### config.mk
export PLATFORM = sky130hd
export DESIGN_NAME = feedforward_flat
export DESIGN_NICKNAME = d
export VERILOG_FILES = /design/src/rtl/feedforward_if.sv /design/src/rtl/feedforward.sv /design/src/flat_wrapper.sv
export SDC_FILE = /design/constraint.sdc
export NUM_CORES = 2
export LEC_CHECK = 0
export CAP_MARGIN = 15
export CORE_AREA = 2 2 381 383
export CTS_BUF_LIST = sky130_fd_sc_hd__clkbuf_8
export CTS_CLUSTER_DIAMETER = 200
export DETAILED_ROUTE_END_ITERATION = 8
export DIE_AREA = 0 0 383 385
export SETUP_SLACK_MARGIN = 0.02
export SLEW_MARGIN = 30
export SYNTH_ARGS = -nofsm -noshare
export SYNTH_HDL_FRONTEND = slang
export SYNTH_SLANG_ARGS = --single-unit
### constraint.sdc
create_clock -name clk -period 52.8 [get_ports clk]
set_clock_uncertainty 0.05 [all_clocks]
set_input_delay 10.56 -clock clk [delete_from_list [all_inputs] [get_ports clk]]
set_output_delay 10.56 -clock clk [all_outputs]
set_load 0.005 [all_outputs]
### src/rtl/feedforward_if.sv
// Operand/weight inputs and dot-product result of the feed-forward neuron.
// The master drives x/w and observes result/done; the slave is the neuron datapath.
interface feedforward_if;
  logic [31:0] x1, x2, x3, x4;
  logic [31:0] w1, w2, w3, w4;
  logic [31:0] result;
  logic        done;

  modport master (output x1, x2, x3, x4, w1, w2, w3, w4, input result, done);
  modport slave  (input x1, x2, x3, x4, w1, w2, w3, w4, output result, done);
endinterface

### src/rtl/feedforward.sv
// Free-running binary32 dot product x.w using one shared multiplier and adder; 10 cycles/result.
// No backpressure: inputs are sampled in LOAD only, result is published with a one-cycle done pulse.
module feedforward (
  input  logic         clk,
  input  logic         rst_n,
  feedforward_if.slave bus
);
  localparam logic [31:0] QNAN = 32'h7FC0_0000;

  typedef enum logic [3:0] {
    S_LOAD, S_MUL1, S_ADD1, S_MUL2, S_ADD2, S_MUL3, S_ADD3, S_MUL4, S_ADD4, S_OUT
  } state_t;

  state_t             state, state_nxt;
  logic [3:0][31:0]   xr, wr;
  logic [31:0]        prod, acc, result_q;
  logic [31:0]        mul_out, add_out;
  logic               done_q, is_mul, is_add;
  logic [1:0]         sel;

  // value = mag * 2^e0; rounds to 24 significant bits (RNE), then overflow/flush checks
  function automatic logic [31:0] round_pack(input logic s, input logic [63:0] mag, input int e0);
    int          p;
    int          e;
    logic [63:0] m;
    logic [24:0] mant;
    logic [22:0] frac;
    p = 0;
    for (int i = 0; i < 64; i++) if (mag[i]) p = i;
    m    = mag << (63 - p);
    e    = p + e0;
    mant = {1'b0, m[63:40]} + 25'(m[39] & ((|m[38:0]) | m[40]));
    frac = mant[24] ? mant[23:1] : mant[22:0];
    if (mant[24]) e = e + 1;
    if (e > 127)  return {s, 8'hFF, 23'h0};
    if (e < -126) return {s, 31'h0};
    return {s, 8'(e + 127), frac};
  endfunction

  function automatic logic [31:0] fmul(input logic [31:0] a, input logic [31:0] b);
    logic        s, a_zero, b_zero, a_inf, b_inf, a_nan, b_nan;
    logic [47:0] pm;
    s      = a[31] ^ b[31];
    a_zero = (a[30:23] == 8'h00);
    b_zero = (b[30:23] == 8'h00);
    a_inf  = (a[30:23] == 8'hFF) && (a[22:0] == 23'h0);
    b_inf  = (b[30:23] == 8'hFF) && (b[22:0] == 23'h0);
    a_nan  = (a[30:23] == 8'hFF) && (a[22:0] != 23'h0);
    b_nan  = (b[30:23] == 8'hFF) && (b[22:0] != 23'h0);
    if (a_nan || b_nan || (a_inf && b_zero) || (b_inf && a_zero)) return QNAN;
    if (a_inf || b_inf)   return {s, 8'hFF, 23'h0};
    if (a_zero || b_zero) return {s, 31'h0};
    pm = 48'({1'b1, a[22:0]}) * 48'({1'b1, b[22:0]});
    return round_pack(s, {16'h0, pm}, int'(a[30:23]) + int'(b[30:23]) - 300);
  endfunction

  function automatic logic [31:0] fadd(input logic [31:0] a, input logic [31:0] b);
    logic        a_zero, b_zero, a_inf, b_inf, a_nan, b_nan;
    logic [31:0] big, sml;
    logic [63:0] bm, sm_full, sm, sum;
    int          d;
    a_zero = (a[30:23] == 8'h00);
    b_zero = (b[30:23] == 8'h00);
    a_inf  = (a[30:23] == 8'hFF) && (a[22:0] == 23'h0);
    b_inf  = (b[30:23] == 8'hFF) && (b[22:0] == 23'h0);
    a_nan  = (a[30:23] == 8'hFF) && (a[22:0] != 23'h0);
    b_nan  = (b[30:23] == 8'hFF) && (b[22:0] != 23'h0);
    if (a_nan || b_nan || (a_inf && b_inf && (a[31] != b[31]))) return QNAN;
    if (a_inf) return a;
    if (b_inf) return b;
    if (a_zero && b_zero) return {a[31] & b[31], 31'h0};
    if (a_zero) return b;
    if (b_zero) return a;
    if (b[30:0] > a[30:0]) begin big = b; sml = a; end
    else                   begin big = a; sml = b; end
    d       = int'(big[30:23]) - int'(sml[30:23]);
    // 26 extra low bits keep the aligned operand exact for small shifts; bit 0 acts as sticky beyond
    bm      = {14'h0, 1'b1, big[22:0], 26'h0};
    sm_full = {14'h0, 1'b1, sml[22:0], 26'h0};
    if (d >= 63) begin
      sm = 64'd1;
    end else begin
      sm = sm_full >> d;
      if ((sm << d) != sm_full) sm[0] = 1'b1;
    end
    sum = (big[31] == sml[31]) ? bm + sm : bm - sm;
    if (sum == 64'h0) return 32'h0;
    return round_pack(big[31], sum, int'(big[30:23]) - 176);
  endfunction

  always_comb begin
    state_nxt = S_LOAD;
    is_mul    = 1'b0;
    is_add    = 1'b0;
    sel       = 2'd0;
    case (state)
      S_LOAD: state_nxt = S_MUL1;
      S_MUL1: begin state_nxt = S_ADD1; is_mul = 1'b1; sel = 2'd0; end
      S_ADD1: begin state_nxt = S_MUL2; is_add = 1'b1; end
      S_MUL2: begin state_nxt = S_ADD2; is_mul = 1'b1; sel = 2'd1; end
      S_ADD2: begin state_nxt = S_MUL3; is_add = 1'b1; end
      S_MUL3: begin state_nxt = S_ADD3; is_mul = 1'b1; sel = 2'd2; end
      S_ADD3: begin state_nxt = S_MUL4; is_add = 1'b1; end
      S_MUL4: begin state_nxt = S_ADD4; is_mul = 1'b1; sel = 2'd3; end
      S_ADD4: begin state_nxt = S_OUT;  is_add = 1'b1; end
      S_OUT:  state_nxt = S_LOAD;
      default: state_nxt = S_LOAD;
    endcase
  end

  assign mul_out = fmul(xr[sel], wr[sel]);
  assign add_out = fadd(acc, prod);

  always_ff @(posedge clk or negedge rst_n) begin
    if (!rst_n) begin
      state    <= S_LOAD;
      xr       <= '0;
      wr       <= '0;
      prod     <= '0;
      acc      <= '0;
      result_q <= '0;
      done_q   <= 1'b0;
    end else begin
      state  <= state_nxt;
      done_q <= (state == S_OUT);
      if (state == S_LOAD) begin
        xr  <= {bus.x4, bus.x3, bus.x2, bus.x1};
        wr  <= {bus.w4, bus.w3, bus.w2, bus.w1};
        acc <= 32'h0;
      end
      if (is_mul) prod <= mul_out;
      if (is_add) acc  <= add_out;
      if (state == S_OUT) result_q <= acc;
    end
  end

  assign bus.result = result_q;
  assign bus.done   = done_q;
endmodule

### src/flat_wrapper.sv
// flat-port wrapper written by rule: the top's interface ports become plain ports
module feedforward_flat 
  (clk, rst_n, bus_x1, bus_x2, bus_x3, bus_x4, bus_w1, bus_w2, bus_w3, bus_w4, bus_result, bus_done);
  feedforward_if bus_i ();
  input  logic clk;
  input  logic rst_n;
  input wire logic [$bits(bus_i.x1)-1:0] bus_x1;
  input wire logic [$bits(bus_i.x2)-1:0] bus_x2;
  input wire logic [$bits(bus_i.x3)-1:0] bus_x3;
  input wire logic [$bits(bus_i.x4)-1:0] bus_x4;
  input wire logic [$bits(bus_i.w1)-1:0] bus_w1;
  input wire logic [$bits(bus_i.w2)-1:0] bus_w2;
  input wire logic [$bits(bus_i.w3)-1:0] bus_w3;
  input wire logic [$bits(bus_i.w4)-1:0] bus_w4;
  output wire logic [$bits(bus_i.result)-1:0] bus_result;
  output wire logic [$bits(bus_i.done)-1:0] bus_done;
  assign bus_i.x1 = bus_x1;
  assign bus_i.x2 = bus_x2;
  assign bus_i.x3 = bus_x3;
  assign bus_i.x4 = bus_x4;
  assign bus_i.w1 = bus_w1;
  assign bus_i.w2 = bus_w2;
  assign bus_i.w3 = bus_w3;
  assign bus_i.w4 = bus_w4;
  assign bus_result = bus_i.result;
  assign bus_done = bus_i.done;
  feedforward u_core (.clk(clk), .rst_n(rst_n), .bus(bus_i));
endmodule
[Yosys cells after proc, flatten, opt, wreduce, memory -nomap -nowiden]
Cells that the tools add are included.
W data, S select, Z words.
Word-level totals
  bits in registers: 357
  latch bits: 0
  RAM bits: 0
  memory bits (read-only): 0
  input port bits: 258
  output and inout port bits: 33
  logic and storage cells: 360
  memories kept: 0
Cells by class
  add/subtract/negate cells: 16
  multipliers: 1
  divide/modulo/power cells: 0
  order comparisons: 7
  equal/unequal tests: 16
  shift-type cells: 4
  multiplexer cells: 258
  bitwise logic cells: 6
  reduce and logical (&&, ||, !) cells: 39
Operators by type and width (number)
  $mux W32: 71
  $mux W64: 8
  $mux W6: 48
  $mux W5: 32
  $bmux W32 S2: 2
  $shl A64 B32 Y64: 2
  $logic_not A23 Y1: 4
  $reduce_bool A23 Y1: 4
  $reduce_or A39 Y1: 2
  $mux W1: 65
  $add A32 B2 Y32 const B: 2
  $add A32 B32 Y32: 2
  $add A50 B64 Y64: 1
  $gt A32 B8 Y1 const B: 2
  $logic_not A64 Y1: 1
  $lt A32 B8 Y1 const B: 2
  $mux W4: 16
  $ne A64 B50 Y1: 1
  $shl A48 B32 Y64: 1
  $shr A50 B32 Y64: 1
  $sub A50 B64 Y64: 1
  $sub A7 B32 Y32 const A: 2
  $add A24 B25 Y25: 2
  $and A1 B25 Y25: 2
  30 further kinds: 73

[Longest topological paths before layout]
  depth in word-level cells: 152
  gate-level depth with buffers: 84
  gate-level depth less buffers: 69

[Worst setup path after synthesis]
Ideal clock, no wire load.
  kind: reg-to-reg
  start: reg u_core.acc[20]
  end: reg u_core.acc[3]
  setup time: 90 ps
  arrival: 16519 ps
  data required time: 52660 ps
  slack: 36140 ps
  cell stages (with the launch flop): 74
  path buffers: 15
  period minus slack after synthesis: 16660 ps
  cell sequence: dfrtp_1 > inv_1 > ha_1 > nand4_1 > or4_4 > nor4_4 > a21oi_2 > nand2_1 > buf_2 > clkbuf_1 > clkbuf_1 > buf_1 > clkbuf_1 > nor3_1 > nor2_1 > ha_1 > inv_1 > o2111ai_1 > [... 38 more ...] > nor2_1 > nor2_1 > o21bai_1 > a21oi_1 > xnor2_1 > or3_1 > or2_2 > clkbuf_1 > or4_1 > or2_2 > buf_1 > o31a_1 > a211oi_1 > o2111a_1 > and4_1 > mux2_2 > or4b_1 > o221ai_1
On the way
  longest elaborated chain between the ends: 126
  elaborated cells on any way between the ends: 178
  those cells by class: add/sub: 8; order compare: 4; eq/ne: 2; shift: 3; mux: 149; bitwise: 2; reduce/logical: 10
RTL lines
  start, declared: line feedforward.sv:16  | logic [31:0] prod, acc, result_q;
  start signal, assigned: line feedforward.sv:132  | if (is_add) acc <= add_out;
  $gt A31 B31 Y1: line feedforward.sv:74  | if (b[30:0] > a[30:0]) begin big = b; sml = a; end
  $mux W32 (2 in a row): line feedforward.sv:74
  $mux W32: line feedforward.sv:73  | if (b_zero) return a;
  $mux W32: line feedforward.sv:72  | if (a_zero) return b;
  $mux W32: line feedforward.sv:71  | if (a_zero && b_zero) return {a[31] & b[31], 31'h0};
  $mux W32: line feedforward.sv:70  | if (b_inf) return b;
  $mux W32: line feedforward.sv:69  | if (a_inf) return a;
  $sub A8 B8 Y9: line feedforward.sv:76  | d = int'(big[30:23]) - int'(sml[30:23]);
  [... 109 more ...]
  $mux W32: line feedforward.sv:88  | return round_pack(big[31], sum, int'(big[30:23]) - 176);
  $mux W32: line feedforward.sv:74
  $mux W32: line feedforward.sv:73
  $mux W32: line feedforward.sv:72
  $mux W32: line feedforward.sv:71
  $mux W32: line feedforward.sv:70
  $mux W32 *: line feedforward.sv:69
  $mux W32 *: line feedforward.sv:132
Mark *: on every way between the ends. The rest lies on a longest branch, timed or not. The select of a mux whose other input is x is not followed.
A chain may end at the register's enable or synchronous reset.

[Final worst setup path]
  start: reg u_core.state[0]
  end: reg u_core.prod[29]
On the way
  longest elaborated chain between the ends: 76
  elaborated cells on any way between the ends: 121
  those cells by class: add/sub: 7; mul: 1; order compare: 2; eq/ne: 6; shift: 1; mux: 83; bitwise: 2; reduce/logical: 19
RTL lines
  start, declared: line feedforward.sv:14  | state_t state, state_nxt;
  start signal, assigned: line feedforward.sv:124  | state <= state_nxt;
  $eq A4 B3 Y1 / $eq A4 B2 Y1 (equally long branches): line feedforward.sv:96  | case (state)
  $pmux W2 S3: line feedforward.sv:96
  $bmux W32 S2: line feedforward.sv:111  | assign mul_out = fmul(xr[sel], wr[sel]);
  $mux W32 (implied by the code): line feedforward.sv:111
  $mul A24 B24 Y48: line feedforward.sv:53  | pm = 48'({1'b1, a[22:0]}) * 48'({1'b1, b[22:0]});
  $mux W1: line feedforward.sv:29  | for (int i = 0; i < 64; i++) if (mag[i]) p = i;
  $mux W2 (2 in a row): line feedforward.sv:29
  $mux W3 (4 in a row): line feedforward.sv:29
  [... 56 more ...]
  $mux W1: line feedforward.sv:53
  $mux W1: line feedforward.sv:52  | if (a_zero || b_zero) return {s, 31'h0};
  $mux W1: line feedforward.sv:51  | if (a_inf || b_inf) return {s, 8'hFF, 23'h0};
  $mux W32: line feedforward.sv:37  | return {s, 8'(e + 127), frac};
  $mux W32: line feedforward.sv:36  | if (e < -126) return {s, 31'h0};
  $mux W32: line feedforward.sv:53
  $mux W32: line feedforward.sv:52
  $mux W32: line feedforward.sv:51
  end signal, assigned: line feedforward.sv:131  | if (is_mul) prod <= mul_out;
  end, declared: line feedforward.sv:16
Parallel ways exist; a longest one is shown, timed or not. The select of a mux whose other input is x is not followed.

==> reports/qor.csv <==
metric;value;unit
rr_startpoint;u_core.state[0]$_DFF_PN0_;
start_kind;flop;
outcome;complete, no violations;
die_h;385;um
finalSetupTns;0;ns
hold_end;u_core.wr[43]$_DFFE_PN0P_;
die_w;383;um
slowest_stage;clkinv_1;
wl_met1;117700;um
insertion_delay;0.73;ns
drive_above_1_share;11.39;%
maxSlewViolCount;0;
cts_tree;done;
synth.avg_cell_area;7.938;sq um
fin_nets;9009;
postCtsResizedCells;0;
route.met3.wl;30410;um
vias;66720;
cts.sinks;357;
arrival;20.50;ns
drt_pass1_iterations;9;
criticalPathCategory;flop to flop;
grt_pass1_vias;64880;
crit_family;compound AO/OA/AOI/OAI gates;
synth-edff-count;0;
clk_pin_slew_worst_paths;0.07;ns
io_pins;291;
critical_path.max_fanout;67;
grt_pass1_wl;453400;um
final_common_cell;nand2_1;
wl_per_cell;31.63;um
gr-usage-all-layers;41.45;%
required;53.35;ns
critical_path.max_stage_delay;0.79;ns
final_cell_mix;nand2_1 (820), nor2_1 (738), inv_1 (737), fa_1 (487), a21oi_1 (373);
reg2reg_slack;32.85;ns
postCtsHoldBufs;0;
hp-class;flop to flop;
fill_cells;14100;
antenna_found_initial;14;
rsz0062_at_grt;no;
drv_cap;0;
hpwl;243100;um
regToRegEndpoint;u_core.prod[29]$_DFFE_PN0P_;
yosys_register_bits;357;
max_freq;0.05011;GHz
hold_viol;0;
start_util;43.74;%
yosysTopAreaCell;fa_1;
top_layer_used;met5;
ant_nets;0;
die_area;0.1475;sq mm
grt.overflow.total;0;
routed_via_density;6.738;
yosysTopAreaCellShare;15.57;%
met2_length;140100;um
crit_buf_inv;11;
htreeDepth;2;
timing.final.crit_share;37.79;%
synth_area;0.06260;sq mm
finalSetupViolCount;0;
post_cts_buffers;0;
syn_nets;8949;
drtIter0Drc;8514;
rows;139;
port-buffer-count;290;
yosys-top-cells-area;fa_1 (16%), dfrtp_1 (14%), ha_1 (6.3%), mux2_2 (5.6%), nand2_1 (4.9%);
hold_start;u_core.wr[43]$_DFFE_PN0P_;
synthesis.instances;7887;
synth_ff_type;dfrtp_1;
async_reset_ff_share;100.0;%
cts_inserted_buffers;61;
period_needed;19.96;ns
whs_path_depth;1;
synth-seq-area-share;14.27;%
synth_cell_types;130;
rr_worst_depth;59;
core_area;0.1431;sq mm
end_kind;flop;
maxSlewHeadroom;22.86;%
routed_wl;313200;um
worst_pin_slew;1.148;ns
ys_warn_count;0;
drc_errors;0;
gp_routability_congestion;1.091;
grt_max_degree;165;
syn_to_final_growth;10.40;%
clock_path_buffers;3;
cts_root_buf;clkbuf_8;
[sequential cells by signal, summed over array words and instances, names as in the netlist]
register           count
u_core.acc            32
u_core.bus.done        1
u_core.bus.result     32
u_core.prod           32
u_core.state           4
u_core.wr            128
u_core.xr            128
[worst reg2reg max path, delay by kind of cell (launching register included)]
family                     cells  cell delay (ns)
and+or+nand+nor               13             4.82
DFF                            1             0.47
muxes                          3             0.85
buffers and inverters         11             4.04
AOI/OAI and AO/OA             20             4.87
xor gates and xnor gates       2             0.69
adders and majority gates     10             4.05
[cells by family (layout without fill, tap and decap cells)]
kind of cell	Yosys count	after routing	synth area share, %
simple gates	2688	2688	20.23
compound gates	2091	2091	23.36
buf+inv	1251	1360	7.908
fa+ha+maj	804	804	21.91
mux	493	493	9.449
flops	357	357	14.27
xor+xnor	203	203	2.876
other cells	0	3	0
[per-layer routing]
layer	global-route usage, %	vias up
met2	65.82	4234
met5	0	-
li1	-	28420
met3	9.152	1104
met4	26.45	16
met1	50.97	32950
[synthesized netlist by cell type (109+ instances only)]
cell	instances
nor2_1	747
mux2i_1	132
a211oi_1	109
ha_1	317
xnor2_1	131
nand3_1	287
nand2_1	825
o21ai_0	374
inv_1	730
nor3_1	193
dfrtp_1	357
fa_1	487
clkbuf_1	340
a21oi_1	384
o211ai_1	127
mux2_2	314
[metrics by stage]
step,cells,utilization (%),setup slack (ns),hold slack [ns],area [sq um]
after floorplan,7887,-,36.14,0.4252,62600
after global placement,9785,47.18,32.67,0.4338,67530
after detailed placement,9786,47.25,32.80,0.4416,67630
after CTS,9898,48.24,32.72,0.4558,69040
after global routing,9900,48.29,31.67,0.4684,69110
final,9902,48.29,32.85,0.4518,69120
[worst max path at each step]
stage,start,endpoint,cells past startpoint
6_report,u_core.state[0]$_DFF_PN0_,u_core.prod[29]$_DFFE_PN0P_,59
3_3_place_gp,u_core.state[0]$_DFF_PN0_,u_core.prod[29]$_DFFE_PN0P_,57
5_1_grt,u_core.state[0]$_DFF_PN0_,u_core.prod[29]$_DFFE_PN0P_,61
3_5_place_dp,u_core.state[0]$_DFF_PN0_,u_core.prod[29]$_DFFE_PN0P_,59
4_1_cts,u_core.state[0]$_DFF_PN0_,u_core.prod[29]$_DFFE_PN0P_,59
2_1_floorplan,u_core.acc[20]$_DFFE_PN0P_,u_core.acc[3]$_DFFE_PN0P_,73
[cell type report]
class / count / area, sq um / area share [%]
antenna: 3 / 7.507 / 0.01086
clock inverter: 30 / 282.8 / 0.4091
multi-input combinational: 6279 / 49070 / 70.99
clock buffer: 82 / 1129 / 1.633
tap: 1903 / 2381 / 3.445
timing repair buffer: 497 / 4496 / 6.504
inverter: 751 / 2819 / 4.078
sequential: 357 / 8934 / 12.93
Power is not shown: default switching activity piles up to over one toggle a cycle in this logic, so the estimate is an artifact.
